$ cat config.mk
export PLATFORM = sky130hd
export DESIGN_NAME = ula_seq_flat
export DESIGN_NICKNAME = d
export VERILOG_FILES = /design/src/rtl/ula_seq_if.sv /design/src/rtl/ula_seq.sv /design/src/flat_wrapper.sv
export SDC_FILE = /design/constraint.sdc
export NUM_CORES = 1
export LEC_CHECK = 0
export ABC_AREA = 0
export BUFFER_PORTS_ARGS = -buffer_cell sky130_fd_sc_hd__buf_2
export CELL_PAD_IN_SITES_DETAIL_PLACEMENT = 0
export CELL_PAD_IN_SITES_GLOBAL_PLACEMENT = 1
export CORE_MARGIN = 2
export CORE_UTILIZATION = 33
export DETAILED_ROUTE_END_ITERATION = 7
export GPL_TIMING_DRIVEN = 0
export PLACE_DENSITY_LB_ADDON = 0.1
export RECOVER_POWER = 100
export SYNTH_ARGS = -nofsm -noshare
export SYNTH_HDL_FRONTEND = slang
export SYNTH_SLANG_ARGS = --single-unit
$ cat constraint.sdc
create_clock -name clk -period 3.79 [get_ports clk]
set_input_delay 0.1895 -clock clk [delete_from_list [all_inputs] [get_ports clk]]
set_output_delay 0.1895 -clock clk [all_outputs]
set_load 0.005 [all_outputs]
$ cat src/rtl/ula_seq_if.sv
// Operand/result bus and start/busy/done handshake between the control unit and ula_seq.
interface ula_seq_if #(
    parameter int WIDTH = 16
);
    logic             start;
    logic [WIDTH-1:0] T;
    logic [WIDTH-1:0] Y;
    logic [4:0]       funct;
    logic             busy;
    logic             done;
    logic [WIDTH-1:0] Result;
    logic [WIDTH-1:0] ResultHi;
    logic             flagC;
    logic             flagZ;
    logic             flagN;
    logic             flagDZ;

    modport master (output start, T, Y, funct,
                    input  busy, done, Result, ResultHi, flagC, flagZ, flagN, flagDZ);
    modport slave  (input  start, T, Y, funct,
                    output busy, done, Result, ResultHi, flagC, flagZ, flagN, flagDZ);
endinterface

$ cat src/rtl/ula_seq.sv
// Clocked stack-CPU ALU: single-cycle logic/add/sub, iterative shift-add MULT and
// restoring DIV (one bit per cycle), double-width result and C/Z/N/DZ flags.
module ula_seq #(
    parameter int WIDTH = 16,
    parameter int CNT_W = $clog2(WIDTH) + 1
) (
    input  logic     clk,
    input  logic     reset_n,
    ula_seq_if.slave bus
);
    typedef enum logic [1:0] {IDLE, ITER, FIN} state_e;
    typedef enum logic [1:0] {K_ALU, K_MUL, K_DIV} kind_e;

    state_e           state_q, state_d;
    kind_e            kind;
    logic [WIDTH-1:0] alu_res;
    logic             alu_c;
    logic [WIDTH:0]   add_sum;
    logic             accept, dz_now;

    // a: product high half / partial remainder, b: multiplier / dividend-quotient, m: operand
    logic [WIDTH-1:0] a_q, a_d, b_q, b_d, m_q, m_d;
    logic [CNT_W-1:0] cnt_q, cnt_d;
    logic             div_q, div_d;
    logic [WIDTH-1:0] a_st, b_st;
    logic [WIDTH:0]   mul_sum, div_r, div_diff;
    logic             div_ge;

    logic [WIDTH-1:0] res_q, res_d, hi_q, hi_d;
    logic             c_q, c_d, z_q, z_d, n_q, n_d, dz_q, dz_d;
    logic             fin_ld, fin_c, fin_dz;
    logic [WIDTH-1:0] fin_res, fin_hi;

    // Exact logic codes first; low two bits then select MULT/DIV, else BYPASST.
    always_comb begin
        kind    = K_ALU;
        alu_res = bus.T;
        alu_c   = 1'b0;
        add_sum = {1'b0, bus.T} + {1'b0, bus.Y};
        casez (bus.funct)
            5'b00100: alu_res = bus.T & bus.Y;
            5'b01000: begin alu_res = bus.T - bus.Y; alu_c = (bus.T < bus.Y); end
            5'b01100: alu_res = bus.T | bus.Y;
            5'b10000: begin alu_res = add_sum[WIDTH-1:0]; alu_c = add_sum[WIDTH]; end
            5'b10100: alu_res = bus.T ^ bus.Y;
            5'b11000: begin alu_res = bus.Y - bus.T; alu_c = (bus.Y < bus.T); end
            5'b11100: alu_res = bus.Y;
            5'b???10: kind = K_MUL;
            5'b???01: kind = K_DIV;
            default:  ;
        endcase
    end

    assign accept = (state_q == IDLE) && bus.start;
    assign dz_now = (kind == K_DIV) && (bus.Y == '0);

    always_comb begin
        mul_sum  = {1'b0, a_q} + (b_q[0] ? {1'b0, m_q} : '0);
        div_r    = {a_q, b_q[WIDTH-1]};
        div_diff = div_r - {1'b0, m_q};
        div_ge   = (div_r >= {1'b0, m_q});
        if (div_q) begin
            a_st = div_ge ? div_diff[WIDTH-1:0] : div_r[WIDTH-1:0];
            b_st = {b_q[WIDTH-2:0], div_ge};
        end else begin
            a_st = mul_sum[WIDTH:1];
            b_st = {mul_sum[0], b_q[WIDTH-1:1]};
        end
    end

    always_ff @(posedge clk) begin
        if (!reset_n) state_q <= IDLE;
        else          state_q <= state_d;
    end

    always_comb begin
        state_d = state_q;
        case (state_q)
            IDLE:    if (accept) state_d = (kind == K_ALU || dz_now) ? FIN : ITER;
            ITER:    if (cnt_q == CNT_W'(1)) state_d = FIN;
            FIN:     state_d = IDLE;
            default: state_d = IDLE;
        endcase
    end

    always_comb begin
        bus.busy = (state_q == ITER);
        bus.done = (state_q == FIN);
    end

    // Output registers are loaded on the edge entering FIN, so they are valid with done.
    always_comb begin
        a_d     = a_q;
        b_d     = b_q;
        m_d     = m_q;
        cnt_d   = cnt_q;
        div_d   = div_q;
        fin_ld  = 1'b0;
        fin_res = b_st;
        fin_hi  = a_st;
        fin_c   = 1'b0;
        fin_dz  = 1'b0;
        if (accept) begin
            a_d   = '0;
            div_d = (kind == K_DIV);
            b_d   = (kind == K_DIV) ? bus.T : bus.Y;
            m_d   = (kind == K_DIV) ? bus.Y : bus.T;
            cnt_d = CNT_W'(WIDTH);
            if (kind == K_ALU) begin
                fin_ld  = 1'b1;
                fin_res = alu_res;
                fin_hi  = '0;
                fin_c   = alu_c;
            end else if (dz_now) begin
                fin_ld  = 1'b1;
                fin_res = '1;
                fin_hi  = bus.T;
                fin_dz  = 1'b1;
            end
        end else if (state_q == ITER) begin
            a_d   = a_st;
            b_d   = b_st;
            cnt_d = cnt_q - CNT_W'(1);
            if (cnt_q == CNT_W'(1)) begin
                fin_ld = 1'b1;
                fin_c  = !div_q && (a_st != '0);
            end
        end

        res_d = res_q;
        hi_d  = hi_q;
        c_d   = c_q;
        z_d   = z_q;
        n_d   = n_q;
        dz_d  = dz_q;
        if (fin_ld) begin
            res_d = fin_res;
            hi_d  = fin_hi;
            c_d   = fin_c;
            dz_d  = fin_dz;
            z_d   = (fin_res == '0);
            n_d   = fin_res[WIDTH-1];
        end
    end

    always_ff @(posedge clk) begin
        if (!reset_n) begin
            a_q   <= '0;
            b_q   <= '0;
            m_q   <= '0;
            cnt_q <= '0;
            div_q <= 1'b0;
            res_q <= '0;
            hi_q  <= '0;
            c_q   <= 1'b0;
            z_q   <= 1'b0;
            n_q   <= 1'b0;
            dz_q  <= 1'b0;
        end else begin
            a_q   <= a_d;
            b_q   <= b_d;
            m_q   <= m_d;
            cnt_q <= cnt_d;
            div_q <= div_d;
            res_q <= res_d;
            hi_q  <= hi_d;
            c_q   <= c_d;
            z_q   <= z_d;
            n_q   <= n_d;
            dz_q  <= dz_d;
        end
    end

    assign bus.Result   = res_q;
    assign bus.ResultHi = hi_q;
    assign bus.flagC    = c_q;
    assign bus.flagZ    = z_q;
    assign bus.flagN    = n_q;
    assign bus.flagDZ   = dz_q;
endmodule

$ cat src/flat_wrapper.sv
// flat-port wrapper written by rule: the top's interface ports become plain ports
module ula_seq_flat 
#(
    parameter int WIDTH = 16,
    parameter int CNT_W = $clog2(WIDTH) + 1
)
  (clk, reset_n, bus_start, bus_T, bus_Y, bus_funct, bus_busy, bus_done, bus_Result, bus_ResultHi, bus_flagC, bus_flagZ, bus_flagN, bus_flagDZ);
  ula_seq_if #(.WIDTH(WIDTH)) bus_i ();
  input  logic clk;
  input  logic reset_n;
  input wire logic [$bits(bus_i.start)-1:0] bus_start;
  input wire logic [$bits(bus_i.T)-1:0] bus_T;
  input wire logic [$bits(bus_i.Y)-1:0] bus_Y;
  input wire logic [$bits(bus_i.funct)-1:0] bus_funct;
  output wire logic [$bits(bus_i.busy)-1:0] bus_busy;
  output wire logic [$bits(bus_i.done)-1:0] bus_done;
  output wire logic [$bits(bus_i.Result)-1:0] bus_Result;
  output wire logic [$bits(bus_i.ResultHi)-1:0] bus_ResultHi;
  output wire logic [$bits(bus_i.flagC)-1:0] bus_flagC;
  output wire logic [$bits(bus_i.flagZ)-1:0] bus_flagZ;
  output wire logic [$bits(bus_i.flagN)-1:0] bus_flagN;
  output wire logic [$bits(bus_i.flagDZ)-1:0] bus_flagDZ;
  assign bus_i.start = bus_start;
  assign bus_i.T = bus_T;
  assign bus_i.Y = bus_Y;
  assign bus_i.funct = bus_funct;
  assign bus_busy = bus_i.busy;
  assign bus_done = bus_i.done;
  assign bus_Result = bus_i.Result;
  assign bus_ResultHi = bus_i.ResultHi;
  assign bus_flagC = bus_i.flagC;
  assign bus_flagZ = bus_i.flagZ;
  assign bus_flagN = bus_i.flagN;
  assign bus_flagDZ = bus_i.flagDZ;
  ula_seq #(.WIDTH(WIDTH), .CNT_W(CNT_W)) u_core (.clk(clk), .reset_n(reset_n), .bus(bus_i));
endmodule
# ---- Word level (Yosys, flattened, before mapping)
# Index checks and enable logic that the tools add are counted.
dict set report op_classes {
  reduce_logical 13
  order_cmp 3
  mux 34
  n_eq_ne 15
  n_addsub 6
  n_bitwise 4
}
# op n
set ops {}
lappend ops {{$mux 16} 14}
lappend ops {{$pmux 16 s7} 1}
lappend ops {{$sub 16x16->16} 3}
lappend ops {{$add 16x16->17} 2}
lappend ops {{$logic_not 16->1} 2}
lappend ops {{$lt 16x16->1} 2}
lappend ops {{$eq 5x5->1 const B} 4}
lappend ops {{$ge 17x16->1} 1}
lappend ops {{$and 16x16->16} 1}
lappend ops {{$or 16x16->16} 1}
lappend ops {{$reduce_bool 16->1} 1}
lappend ops {{$xor 16x16->16} 1}
lappend ops {{$mux 1} 11}
lappend ops {{$eq 5x4->1 const B} 2}
lappend ops {{$mux 5} 2}
lappend ops {{$pmux 2 s2} 2}
lappend ops {{$eq 2x2->1 const B} 3}
lappend ops {{$mux 2} 3}
lappend ops {{$eq 5x1->1 const B} 1}
lappend ops {{$eq 5x3->1 const B} 1}
lappend ops {{$sub 5x1->5 const B} 1}
lappend ops {{$eq 2x1->1 const B} 2}
lappend ops {{$logic_not 2->1} 2}
lappend ops {{$ne 2x1->1 const B} 2}
lappend ops {{other kinds (8)} 10}
dict set report totals {
  wordCells 88
  ff_bits 92
  output_inout_bits 38
  in_bits 40
}

# ---- Depth between registers and ports, before layout
# Gate-level depths: netlist (run 1).
dict set report logic_depth {
  word_depth 8
  ltp_mapped 14
}

# ---- Worst setup path before layout (run 1)
# OpenSTA, ideal clock, no wires.
dict set report synth_path {
  path_kind {reg-to-reg}
  startpoint {reg u_core.b_q[0]}
  endpoint {reg u_core.c_q (netlist: u_core.bus.flagC)}
  stages_incl_launch_ff 14
  setup_ns 0.101
  n_path_buf 1
  arrival_time_ns 3.005
  synth_period_minus_slack_ns 3.106
  path_slack_ns 0.684
  path_cell_list {dfxtp_1 > clkbuf_1 > and2_1 > ha_1 > a21o_1 > a221o_1 > a221o_1 > a31oi_1 > o21ai_0 > and3_1 > a311o_1 > o21ai_0 > nor4_1 > o41ai_1}
}
dict set report synth_between {
  elab_chain_len 8
}
# element line_no
set synth_lines {}
lappend synth_lines {{start, declared} ula_seq.sv:22} ;# logic [WIDTH-1:0] a_q, a_d, b_q, b_d, m_q, m_d;
lappend synth_lines {{start signal, assigned} ula_seq.sv:149} ;# b_q <= '0;
lappend synth_lines {{start signal, assigned} ula_seq.sv:161} ;# b_q <= b_d;
lappend synth_lines {{$mux 16} ula_seq.sv:58} ;# mul_sum = {1'b0, a_q} + (b_q[0] ? {1'b0, m_q} : '0);
lappend synth_lines {{$add 16x16->17} ula_seq.sv:58}
lappend synth_lines {{$mux 16} ula_seq.sv:62} ;# if (div_q) begin
lappend synth_lines {{$reduce_bool 16->1} ula_seq.sv:126} ;# fin_c = !div_q && (a_st != '0);
lappend synth_lines {{$logic_and 1x1->1} ula_seq.sv:126}
lappend synth_lines {{$mux 1} ula_seq.sv:124} ;# if (cnt_q == CNT_W'(1)) begin
lappend synth_lines {{$mux 1} ula_seq.sv:120} ;# end else if (state_q == ITER) begin
lappend synth_lines {{$mux 1} ula_seq.sv:103} ;# if (accept) begin
lappend synth_lines {{end signal, assigned} ula_seq.sv:155} ;# c_q <= 1'b0;
lappend synth_lines {{end signal, assigned} ula_seq.sv:167} ;# c_q <= c_d;
lappend synth_lines {{end, declared} ula_seq.sv:30} ;# logic c_q, c_d, z_q, z_d, n_q, n_d, dz_q, dz_d;
# Every way passes these cells.
# A chain may end at the register's enable or synchronous reset.

# ---- Worst setup path after layout (run 1)
dict set report layout_path {
  startpoint {reg u_core.m_q[6]}
  endpoint {reg u_core.c_q (netlist: u_core.bus.flagC)}
}
dict set report layout_between {
  elab_chain_len 8
  elab_cells_between_ends 11
}
# element line_no
set layout_lines {}
lappend layout_lines {{start, declared} ula_seq.sv:22}
lappend layout_lines {{start signal, assigned} ula_seq.sv:162} ;# m_q <= m_d;
lappend layout_lines {{$mux 16, or another cell as far along} ula_seq.sv:58}
lappend layout_lines {{$add 16x16->17 / $mux 16 (equally long branches)} {ula_seq.sv:58, ula_seq.sv:63}}
lappend layout_lines {{$mux 16 (*)} ula_seq.sv:62}
lappend layout_lines {{$reduce_bool 16->1 (*)} ula_seq.sv:126}
lappend layout_lines {{$logic_and 1x1->1 (*)} ula_seq.sv:126}
lappend layout_lines {{$mux 1 (*)} ula_seq.sv:124}
lappend layout_lines {{$mux 1 (*)} ula_seq.sv:120}
lappend layout_lines {{$mux 1 (*)} ula_seq.sv:103}
# Mark *: on every way between the ends. The rest lies on a longest branch, timed or not.

==> flow_summary.toml, run 1 <==
[synthesis]
syn_area_um2 = 10160
avgSynthCellArea_um2 = 7.234
ys_types = 89
synth_seq_area_share_pct = 17.94
synth.top_cell.area_share_pct = 17.94
synth_xor_area_share_pct = 2.415
synth_top_family_by_area = "compound AO/OA/AOI/OAI gates"
synth-main-ff-cell = "dfxtp_1"
synthMuxAreaShare_pct = 4.029
synth_compound_area_share_pct = 32.28
synth-seq-cells = 91
netlist_top_cells_area = "dfxtp_1 18%, ha_1 13%, a21oi_1 5.6%, nor2_1 5.2%, o21ai_0 4.9%"
syn_nets = 1557
yosysTopAreaCell = "dfxtp_1"
async_flop_share_pct = 0
synth_edf_count = 0
syn_inst = 1404
ys_warn_count = 0
synthSimpleGateAreaFrac_pct = 22.25
synth_fa_ha_area_share_pct = 14.29

[drt]
vias = 11350
ant_nets = 0
vias_per_cell = 5.995
dr.pass1.iters = 5
drt-initial-drc-count = 1072
routed_wirelength_mm = 46.92
wl_per_cell_um = 24.77
drc = 0

[grt]
grt_pass1_wl_mm = 70.27
grt_max_degree = 18
gr-total-overflow = 0
grt_pass1_vias = 10850
antenna_found_initial = 0
grt_util_all_layers_pct = 28.29

[sta]
max_clock_freq_mhz = 278.4
worst_slew_pin_slew_ps = 1058
hold_viol = 0
fin_crit_ps = 3592
rsz0062_at_grt = "yes"
finalSetupViolations = 0
slew_viol_final = 0
fin_crit_sh_pct = 94.79
slew_headroom_pct = 28.57
fin_skew_ps = 15.67

[cts]
cts_tree = "yes"
cts_sinks = 91
clk_path_buf_depth = 2
cts_buffers = 9
cts_root_buffer = "clkbuf_16"
cts_max_level = 3
clk_pin_slew_ps = 80
clk_latency_ps = 360
ctsHoldBuffers = 0

[worst_setup_path]
arrival_ps = 3810
cp-end-kind = "flop"
cp_data_required_time_ps = 4010
rrSetupSlack_ps = 200
critical_path.max_fanout = 10
crit_type = "reg -> reg"
startpoint_type = "flop"

[pwr]
peakVddDrop_uv = 226.6
powerDensity_nw_per_um2 = 320.4
p_leak_nw = 4.630

[floorplan]
start_util_pct = 33.38
die_y_um = 179.4
boundaryPins = 78
fp-row-count = 64
die_area_um2 = 32200
die_w_um = 179.4
core_um2 = 30430

[finish]
drive_gt1_share_pct = 9.346
multi_input_area_um2 = 7756
nFillCells = 3353
seqCellArea_um2 = 1823
antenna_cells = 0
fin_cells = 1894
nets = 1646
postLayoutCellArea_um2 = 11430
synthToLayoutAreaGrowth_pct = 12.58

[placed_design]
postPlaceCellArea_um2 = 11030
io_buffers = 75
gp_congestion = 0.9534
dp.cells = 1875
dp_hpwl_mm = 37.76

[worst_hold_path]
min_path_type = "in -> reg"

[run]
maxCapViolCount = 0

[run_status]
outcome = "finished, final reports clean"
==> timing repair <==
action,in CTS,in global routing
buffers inserted,0,3
hold endpoints to repair,0,0
pin swaps,0,5
setup endpoints to repair,5,7
resized for setup,6,24
==> layer usage <==
metal  vias up  wire length (um)  global-route usage [%]
met5         -                 0                       0
met1      5471             20320                   36.72
met2       422             22390                   48.92
met4         0              1861                   10.37
met3       101              2350                   2.330
li1       5360                 -                       -
==> flip-flops by register name, summed over array words and instances, names as in the netlist <==
| signal | cells |
|---|---|
| u_core.a_q | 16 |
| u_core.bus.Result | 15 |
| u_core.div_q | 1 |
| u_core.cnt_q | 5 |
| u_core.bus.ResultHi | 16 |
| u_core.bus.flagC | 1 |
| u_core.m_q | 16 |
| u_core.bus.flagZ | 1 |
| u_core.state_q | 2 |
| u_core.bus.flagDZ | 1 |
| u_core.b_q | 16 |
| u_core.bus.flagN | 1 |
==> Yosys cell counts, drive strengths merged, types with 10 or more instances <==
cell type	n
mux2	15
a2111oi	11
mux2i	24
dfxtp	91
and3	12
a221oi	10
o21a	11
inv	91
nor2	142
a21o	20
or3	11
nand2	119
buf	18
xnor2	20
a31oi	23
clkbuf	65
o21ai	103
o22ai	25
nor3	43
a211oi	22
nand3	33
nor4	20
a21oi	114
nor2b	19
ha	108
and2	28
o211ai	33
nand4	10
a311oi	15
==> report_power, final <==
part           switching (mW)  internal [mW]
Clock                   0.456          0.476
Sequential             0.0654           1.03
Combinational            1.09          0.545
==> cells by family (layout without fill, tap and decap cells) <==
logic type | after synthesis | after routing
XOR/XNOR | 28 | 28
AO/OA/AOI/OAI | 487 | 487
AND/OR/NAND/NOR | 468 | 468
multiplexers | 39 | 39
flip-flops | 91 | 91
buffers and inverters | 178 | 272
adder cells (fa/ha/maj) | 113 | 113
==> area by class of cell <==
| class | count | share of cell area (%) |
|---|---|---|
| tap | 396 | 4.334 |
| clock buffer | 10 | 2.090 |
| multi-input combinational | 1135 | 67.84 |
| buffer | 83 | 2.955 |
| timing repair buffer | 78 | 3.261 |
| clock inverter | 6 | 0.4596 |
| inverter | 95 | 3.119 |
| sequential | 91 | 15.94 |
==> layout by cell type (no fill, tap or decap), types with 33 or more instances in the layout <==
cell      instances
a21oi_1         112
buf_2            63
clkbuf_1         86
dfxtp_1          90
ha_1            108
inv_1            90
nand2_1         118
nand3_1          33
nor2_1          142
nor3_1           41
o211ai_1         33
o21ai_0          96
==> through the flow <==
stage	worst slack, ps	total power [mW]	utilization [%]	TNS (ps)	hold WS, ps
finish	197.6	3.663	37.57	0	219.9
global route	-17.73	3.865	37.57	-17.73	250.2
floorplan	684.5	2.096	-	0	357.7
global placement	-602.4	2.670	36.24	-1393	441.3
CTS	7.457	3.608	37.28	0	207.1
detailed placement	-549.0	2.666	36.24	-1205	444.9
==> path summary, 6_finish.rpt <==
check                                                to                  from  cells past startpoint
worst max-delay path                   u_core.bus.flagC         u_core.m_q[6]                     13
worst min-delay path            u_core.bus.ResultHi[15]             bus_T[15]                      3
worst max register to register         u_core.bus.flagC         u_core.m_q[6]                     13
worst min register to register     u_core.bus.Result[0]  u_core.bus.Result[0]                      2
==> worst max-delay path: stages, from the launching register on <==
cell	delay, ps
dfxtp_1	390
inv_1	60
ha_1	390
a21o_1	170
a211o_1	220
nor2_1	100
a211o_4	420
a21oi_4	210
buf_6	200
mux2_1	370
a211oi_1	240
nand4_1	250
nor4_4	330
o41ai_1	90
Power figures use the tool's default switching activity.
==> run 2, diff against run 1 <==
clock period = 4.25 ns   (was 3.79 ns; I/O delays follow)
==> run 2 against run 1 <==
Setup slack improved by 140 ps; first-iteration DRC count decreased by 2.1%; largest power group unchanged; total power fell by 12%; core utilization shrank 0.45 points.
==> flow_summary.toml, run 2 (same netlist as run 1, synthesis figures left out) <==
[grt]
grt_util_all_layers_pct = 28.28
met1_usage_pct = 36.69
grt_util_met3_pct = 2.330
antenna_found_initial = 0
top_usage_layer = "met2"
grt_max_degree = 18
grt_pass1_wl_mm = 70.25
grt_util_met2_pct = 48.92
grt_pass1_vias = 10840
gr-total-overflow = 0

[sta]
rsz0062_at_grt = "no"
fin_skew_ps = 14.55
max_clock_freq_mhz = 255.5
fin_crit_sh_pct = 92.09
setup_slack_ps = 336.3
worst_slew_pin_slew_ps = 1073
hold_ws_ps = 249.5
hold_viol = 0
slew_headroom_pct = 27.56
finalSetupViolations = 0
slew_viol_final = 0
fin_crit_ps = 3914
fin_setup_tns_ps = 0

[worst_setup_path]
max_stage_delay_ps = 560
cp-end-kind = "flop"
r2r-start = "u_core.m_q[14]"
cp_data_required_time_ps = 4460
critical_path.max_fanout = 10
startpoint_type = "flop"
crit_type = "reg -> reg"
crit_slowest_cell = "o21ai_2"
reg2regPathDepth = 12
crit_path_cell_trace = "inv_1, ha_1, a21o_1, a211o_1, a41oi_2, o31ai_1, o21ai_2, a311oi_1, a2111oi_2, nand4_1, nor4_2, o41ai_1"
startpoint = "u_core.m_q[14]"
crit_end = "u_core.bus.flagC"
arrival_ps = 4130
rr_endpoint = "u_core.bus.flagC"
rrSetupSlack_ps = 340

[finish]
mostFrequentLayoutCell = "nor2_1"
synthToLayoutAreaGrowth_pct = 11.22
drive_gt1_share_pct = 7.826
fin_cells = 1891
utilization_pct = 37.12
antenna_cells = 0
postLayoutCellArea_um2 = 11300
mostFrequentLayoutCells = "142 x nor2_1, 118 x nand2_1, 113 x a21oi_1"
nets = 1643

[drt]
vias_per_cell = 6.002
wl_per_cell_um = 24.81
drt-initial-drc-count = 1050
dr.pass1.iters = 6
vias = 11350
routed_wirelength_mm = 46.91
drc = 0
ant_nets = 0

[floorplan]
die_w_um = 179.4
start_util_pct = 33.38
die_area_um2 = 32200
core_um2 = 30430
boundaryPins = 78
die_y_um = 179.4
fp-row-count = 64

[placed_design]
io_buffers = 75
pre_cts_slack_ps = -89.00
dp.cells = 1875
gp_congestion = 0.9534
postPlaceCellArea_um2 = 11030
dp_hpwl_mm = 37.76

[pwr]
powerDensity_nw_per_um2 = 284.5
power.total_mw = 3.213
peakVddDrop_uv = 198.6
p_leak_nw = 4.578

[cts]
post_cts_buffers = 0
cts_buffers = 9
cts_sinks = 91
cts_max_level = 3
cts_root_buffer = "clkbuf_16"
clk_pin_slew_ps = 80
clk_latency_ps = 350
cts_tree = "yes"
clk_path_buf_depth = 2

[run]
maxCapViolCount = 0

[worst_hold_path]
min_path_type = "in -> reg"
hold_depth = 3

[run_status]
outcome = "finished, final reports clean"
## run 2: timing repair
item	in CTS	in global routing
gates resized for setup	1	4
setup endpoints to repair	1	1
endpoints found under the hold margin	0	0
hold buffers	0	0
## run 2: how the worst min path moves through the flow
stage / end / startpoint
CTS: u_core.bus.ResultHi[15] / bus_T[15]
finish: u_core.bus.ResultHi[15] / bus_T[15]
global route: u_core.bus.ResultHi[15] / bus_T[15]
floorplan: u_core.bus.ResultHi[15] / bus_T[15]
detailed placement: u_core.bus.Result[11] / u_core.bus.Result[11]
global placement: u_core.bus.Result[3] / u_core.bus.Result[3]
## run 2: final cells by class
type | instances | area, um^2
Buffer | 83 | 334.1
Sequential cell | 91 | 1822
Inverter | 95 | 356.6
Clock inverter | 6 | 52.55
Clock buffer | 10 | 239.0
Fill cell | 3360 | 19130
Timing Repair Buffer | 75 | 349.1
Multi-Input combinational cell | 1135 | 7647
Tap cell | 396 | 495.5
## run 2: worst max-delay path, delay by kind of cell, from the launching register on
family / cells / cell delay, ps
AO/OA/AOI/OAI: 8 / 2320
AND/OR/NAND/NOR: 2 / 650
flip-flops: 1 / 380
adder cells (fa/ha/maj): 1 / 360
buffers and inverters: 1 / 60
## run 2: where the power goes
part           internal [mW]  switching [mW]  total [mW]  leakage [nW]
logic                  0.460           0.946        1.41          3.69
clock network          0.425           0.403       0.827         0.138
registers              0.921          0.0583       0.980         0.745
## run 2: per-layer routing
layer	routed length [um]	vias up
met2	22430	453
met3	2492	88
met5	0	-
met4	1753	0
li1	-	5355
met1	20230	5453
